### config.mk
export PLATFORM = sky130hd
export DESIGN_NAME = mem_stage_responder
export DESIGN_NICKNAME = d
export VERILOG_FILES = /design/src/rtl/mem_pkg.sv /design/src/rtl/mem_word_array.sv /design/src/rtl/mem_stage_responder.sv
export SDC_FILE = /design/constraint.sdc
export NUM_CORES = 2
export LEC_CHECK = 0
export CAP_MARGIN = 15
export CORE_ASPECT_RATIO = 0.8
export CORE_MARGIN = 2
export CORE_UTILIZATION = 60
export DETAILED_ROUTE_END_ITERATION = 8
export PLACE_DENSITY = 0.77
export SYNTH_ARGS = -nofsm -noshare
export SYNTH_HDL_FRONTEND = slang
export SYNTH_SLANG_ARGS = --single-unit
export TNS_END_PERCENT = 100
### constraint.sdc
create_clock -name clk -period 9.1 [get_ports clk]
set_clock_uncertainty 0.05 [all_clocks]
set_input_delay 1.365 -clock clk [delete_from_list [all_inputs] [get_ports clk]]
set_output_delay 1.365 -clock clk [all_outputs]
set_load 0.02 [all_outputs]
### src/rtl/mem_pkg.sv
// rtl/mem_pkg.sv - shared FSM states, default geometry and address helper for the MEM-stage responder
package mem_pkg;

   typedef enum logic [1:0] {
      IDLE,
      BUSY,
      DONE
   } mem_state_t;

   localparam int unsigned DEF_BASE_ADDR   = 1024;
   localparam int unsigned DEF_DEPTH       = 64;
   localparam int unsigned DEF_WAIT_CYCLES = 4;
   localparam int unsigned DEF_IDX_W       = $clog2(DEF_DEPTH);

   // Word offset from the window base; callers truncate to the index width, which is the mod-DEPTH wrap.
   function automatic logic [31:0] word_offset(input logic [31:0] byte_addr, input logic [31:0] base);
      return (byte_addr - base) >> 2;
   endfunction

endpackage

### src/rtl/mem_word_array.sv
// rtl/mem_word_array.sv - synchronous-write, registered-read word RAM with a resettable read register
module mem_word_array
   import mem_pkg::*;
#(
   parameter int unsigned DEPTH = DEF_DEPTH,
   parameter int unsigned IDX_W = DEF_IDX_W
) (
   input  logic             i_clk,
   input  logic             i_rst_n,
   input  logic             i_we,
   input  logic             i_re,
   input  logic             i_clr,
   input  logic [IDX_W-1:0] i_idx,
   input  logic [31:0]      i_wdata,
   output logic [31:0]      o_rdata
);

   logic [31:0] r_mem [DEPTH];
   logic [31:0] r_rdata;

   // Storage is deliberately left without reset.
   always_ff @(posedge i_clk) begin
      if (i_we) begin
         r_mem[i_idx] <= i_wdata;
      end
   end

   always_ff @(posedge i_clk or negedge i_rst_n) begin
      if (!i_rst_n) begin
         r_rdata <= '0;
      end else if (i_clr) begin
         r_rdata <= '0;
      end else if (i_re) begin
         r_rdata <= r_mem[i_idx];
      end
   end

   assign o_rdata = r_rdata;

endmodule

### src/rtl/mem_stage_responder.sv
// rtl/mem_stage_responder.sv - fixed-latency data-memory responder for the MEM stage; optional MEM_ALIGN_CHECK_EN adds err
module mem_stage_responder
   import mem_pkg::*;
#(
   parameter int unsigned BASE_ADDR   = DEF_BASE_ADDR,
   parameter int unsigned DEPTH       = DEF_DEPTH,
   parameter int unsigned WAIT_CYCLES = DEF_WAIT_CYCLES
) (
   input  logic        clk,
   input  logic        rst,
   input  logic        rd_en,
   input  logic        wr_en,
   input  logic [31:0] addr,
   input  logic [31:0] wdata,
   output logic [31:0] rdata,
   output logic        ready
`ifdef MEM_ALIGN_CHECK_EN
   ,
   output logic        err
`endif
);

   localparam int unsigned IDX_W    = $clog2(DEPTH);
   localparam logic [3:0]  CNT_INIT = 4'(WAIT_CYCLES - 1);

   mem_state_t       r_state;
   logic [3:0]       r_cnt;
   logic             r_is_wr;
   logic             r_collide;
   logic [IDX_W-1:0] r_idx;
   logic [31:0]      r_wdata;
   logic             w_fire;
   logic             w_ok;
   logic             w_we;
   logic             w_re;
   logic             w_clr;

`ifdef MEM_ALIGN_CHECK_EN
   logic r_misal;
   logic r_err;

   assign w_ok = ~r_misal;
   assign err  = r_err;
`else
   assign w_ok = 1'b1;
`endif

   always_ff @(posedge clk or negedge rst) begin
      if (!rst) begin
         r_state   <= IDLE;
         r_cnt     <= '0;
         r_is_wr   <= 1'b0;
         r_collide <= 1'b0;
         r_idx     <= '0;
         r_wdata   <= '0;
`ifdef MEM_ALIGN_CHECK_EN
         r_misal   <= 1'b0;
         r_err     <= 1'b0;
`endif
      end else begin
`ifdef MEM_ALIGN_CHECK_EN
         r_err <= 1'b0;
`endif
         case (r_state)
            IDLE: begin
               if (rd_en | wr_en) begin
                  r_is_wr   <= wr_en;
                  r_collide <= rd_en & wr_en;
                  r_idx     <= IDX_W'(word_offset(addr, BASE_ADDR));
                  r_wdata   <= wdata;
                  r_cnt     <= CNT_INIT;
                  r_state   <= BUSY;
`ifdef MEM_ALIGN_CHECK_EN
                  r_misal   <= |addr[1:0];
`endif
               end
            end
            BUSY: begin
               if (r_cnt == 4'd0) begin
                  r_state <= DONE;
`ifdef MEM_ALIGN_CHECK_EN
                  r_err   <= r_misal;
`endif
               end else begin
                  r_cnt <= r_cnt - 4'd1;
               end
            end
            default: begin
               r_state <= IDLE;
            end
         endcase
      end
   end

   // The array access happens on the same edge that moves BUSY into DONE.
   assign w_fire = (r_state == BUSY) && (r_cnt == 4'd0);
   assign w_we   = w_fire & w_ok & r_is_wr;
   assign w_re   = w_fire & w_ok & ~r_is_wr;
   assign w_clr  = w_fire & w_ok & r_collide;

   assign ready = (r_state == DONE) | ((r_state == IDLE) & ~rd_en & ~wr_en);

   mem_word_array #(
      .DEPTH (DEPTH),
      .IDX_W (IDX_W)
   ) u_array (
      .i_clk   (clk),
      .i_rst_n (rst),
      .i_we    (w_we),
      .i_re    (w_re),
      .i_clr   (w_clr),
      .i_idx   (r_idx),
      .i_wdata (r_wdata),
      .o_rdata (rdata)
   );

endmodule

==> flow_metrics.py <==
metrics = {
    "run_status": {
        "status": "complete, no violations",
    },
    "clocking": {
        "htree_levels": 4,
        "clk_pin_slew_ns": 0.07,
        "cts_setup_buffers": 0,
        "clock-sinks": 2126,
        "insertion_delay_ns": 0.83,
        "cts_tree": "built",
        "cts.path.max_buffers": 3,
        "root_buffer": "clkbuf_16",
        "cts_hold_buf": 0,
        "numCtsBuffers": 185,
        "cts_resized": 0,
    },
    "global_route": {
        "grt_pass1_vias": 39800,
        "grt_max_degree": 142,
        "globalRouteTotalUtil": 0.304,
        "grt_pass1_wl_um": 288000,
        "overflow": 0,
        "grt_antenna_before_repair": 1,
    },
    "routing": {
        "vias_per_cell": 7.10,
        "antenna_left": 0,
        "wirelength_um": 204000,
        "first_iter_violations": 6426,
        "wl_per_cell_um": 36.9,
        "first_pass_iters": 6,
        "vias": 39400,
        "drc": 0,
    },
    "logic_synthesis": {
        "syn_area_per_cell_um2": 23.2,
        "yosysSeqAreaShare": 0.794,
        "synth.distinct_cells": 45,
        "synth_xor_area_frac": 0.000219,
        "synth_cells": 3447,
        "synth_compound_area_frac": 0.0271,
        "netlist_area_mm2": 0.0799,
        "synth.area.mux_share": 0.149,
        "ys_seq_elements": 2126,
        "ys_warn_count": 0,
        "synthFlopType": "edfxtp_1",
        "syn_nets": 3517,
        "synth_edf_count": 2048,
        "synthArstFlopShare": 0.0367,
        "synth_top_family_by_area": "multiplexers",
        "synth_fa_ha_area_frac": 0.000313,
        "yosys.area_share.simple": 0.0167,
    },
    "floorplan": {
        "core_mm2": 0.132,
        "dieHeight_um": 330,
        "pin_count": 101,
        "rows": 119,
        "dieArea_mm2": 0.136,
        "die_x_um": 412,
        "initial_core_util": 0.605,
    },
    "sta": {
        "fmax_mhz": 228,
        "setup-violations-final": 0,
        "relSlewSlack": 0.125,
        "period_share": 0.482,
        "min_period_ns": 4.39,
        "tightest_slew_ns": 1.31,
        "slew_violations": 0,
        "tns_ns": 0,
        "rsz0062_at_grt": "false",
        "timing_hold_violations_final": 0,
    },
    "final_layout": {
        "layout_commonest_cell": "edfxtp_1",
        "fin_util": 0.681,
        "syn2layout_area_growth_pct": 12.4,
        "n_antenna_cell": 0,
        "n_fill_cell": 7698,
        "final_cell_mix": "2048 x edfxtp_1, 507 x mux4_2, 245 x a22oi_1",
        "fin_nets": 3704,
        "drive_gt1_frac": 0.277,
    },
    "worst_setup_path": {
        "cp_max_fo": 111,
        "critPathRequiredTime_ns": 9.73,
        "r2r-start": "r_idx[0]",
        "cp-end-kind": "flip-flop",
        "regToRegSetupSlack_ns": 4.71,
        "rr_endpoint": "u_array.o_rdata[29]",
        "path_class": "reg2reg",
        "worst_setup_path_start_kind": "flip-flop",
        "rr_worst_depth": 7,
        "arrival_ns": 5.02,
    },
    "placed_design": {
        "place_congestion": 0.813,
        "post-dp-hpwl_um": 99300,
        "port-buffer-count": 74,
    },
    "power_and_ir_drop": {
        "power_density_mw_per_mm2": 312,
        "peakVddDrop_uv": 355,
        "total_leakage_power_nw": 27.7,
    },
    "min_path": {
        "worstHoldPathType": "in2async",
    },
    "flow_run": {
        "maxCapViolations": 0,
    },
}
## kinds of logic after synthesis
| family | Yosys count |
|---|---|
| AOI/OAI and AO/OA | 301 |
| DFF | 2126 |
| muxes | 552 |
| and+or+nand+nor | 265 |
| adders and majority gates | 2 |
| buffers and inverters | 199 |
| xor gates and xnor gates | 2 |
## synth_stat cells, types with 2 or more instances
cell type / count / share of area
buf_4: 3 / 0.00028
or3b_2: 3 / 0.00033
a22o_1: 2 / 0.00022
mux2_2: 40 / 0.0056
o21ai_1: 32 / 0.0020
nor4bb_1: 5 / 0.00063
mux4_2: 507 / 0.14
clkbuf_1: 106 / 0.0050
and4b_1: 5 / 0.00063
nor4_1: 3 / 0.00024
a21oi_1: 3 / 0.00019
buf_1: 9 / 0.00042
nor4b_1: 4 / 0.00044
a22oi_1: 245 / 0.023
nand3b_1: 3 / 0.00028
o21ai_0: 5 / 0.00031
a31oi_1: 2 / 0.00016
buf_2: 57 / 0.0036
a221oi_1: 3 / 0.00033
inv_1: 7 / 0.00033
edfxtp_1: 2048 / 0.77
ha_1: 2 / 0.00031
a211oi_1: 5 / 0.00047
mux2i_1: 5 / 0.00063
nand3_1: 7 / 0.00044
dfrtp_1: 78 / 0.024
nand2_1: 51 / 0.0024
nor2b_1: 6 / 0.00047
buf_6: 17 / 0.0024
nor3b_1: 2 / 0.00019
nor2_1: 107 / 0.0050
nand4_1: 61 / 0.0048
nor3_1: 2 / 0.00013
## area by class of cell
class                      count  area [um2]  area share
clock buffer                 240        5100      0.0568
tap                         1754        2190      0.0244
clock inverter               105         932      0.0104
inverter                       7        26.3    0.000293
timing repair buffer         192        1990      0.0221
multi-input combinational   1122       16100       0.179
sequential                  2126       63500       0.707
## state kept, by name, summed over array words and instances, names as in the netlist
| register | count |
|---|---|
| r_collide | 1 |
| r_cnt | 4 |
| r_state | 2 |
| r_idx | 6 |
| r_is_wr | 1 |
| r_wdata | 32 |
| u_array.r_mem | 2048 |
| u_array.o_rdata | 32 |
## critical path, cell delays in order (launching register included)
cell	delay, ns
dfrtp_4	0.72
buf_12	0.60
buf_4	0.80
mux4_2	0.62
a22oi_1	0.25
nand4_1	0.16
nor2_1	0.62
o21ai_1	0.12
## worst max-delay path by stage
| stage | endpoint | slack, ns | start | cells after the start |
|---|---|---|---|---|
| finish | u_array.o_rdata[29] | 4.71 | r_idx[0] | 7 |
| floorplan | u_array.r_mem[63][0] | 5.75 | r_idx[2] | 7 |
| global placement | u_array.o_rdata[21] | 4.81 | r_idx[0] | 7 |
| detailed placement | u_array.o_rdata[21] | 4.76 | r_idx[0] | 7 |
| CTS | u_array.o_rdata[18] | 4.74 | r_idx[0] | 7 |
| global route | u_array.o_rdata[21] | 4.43 | r_idx[0] | 7 |
## power by group
part | internal, mW | switching (mW) | total, mW
Sequential | 12.4 | 1.18 | 13.5
Clock | 4.40 | 3.50 | 7.90
Combinational | 2.80 | 3.76 | 6.56
## per-stage QoR
step	hold slack [ns]	power, mW	setup WS (ns)	std cells	instance area, um2
2_1_floorplan	0.453	17.5	5.75	3447	79900
5_1_grt	0.425	28.8	4.43	5546	89800
6_report	0.395	28.0	4.71	5546	89800
3_3_place_gp	0.416	19.7	4.81	5184	83400
4_1_cts	0.359	27.8	4.74	5529	89400
3_5_place_dp	0.425	19.9	4.76	5184	83400
## per-layer routing
metal	GRT usage	vias to the layer above	wire, um
li1	-	15200	-
met1	0.430	20500	72400
met2	0.452	3255	94300
met3	0.0969	432	29800
met4	0.118	2	7930
met5	0	-	14
No activity file was read; power rests on OpenSTA's default activity.
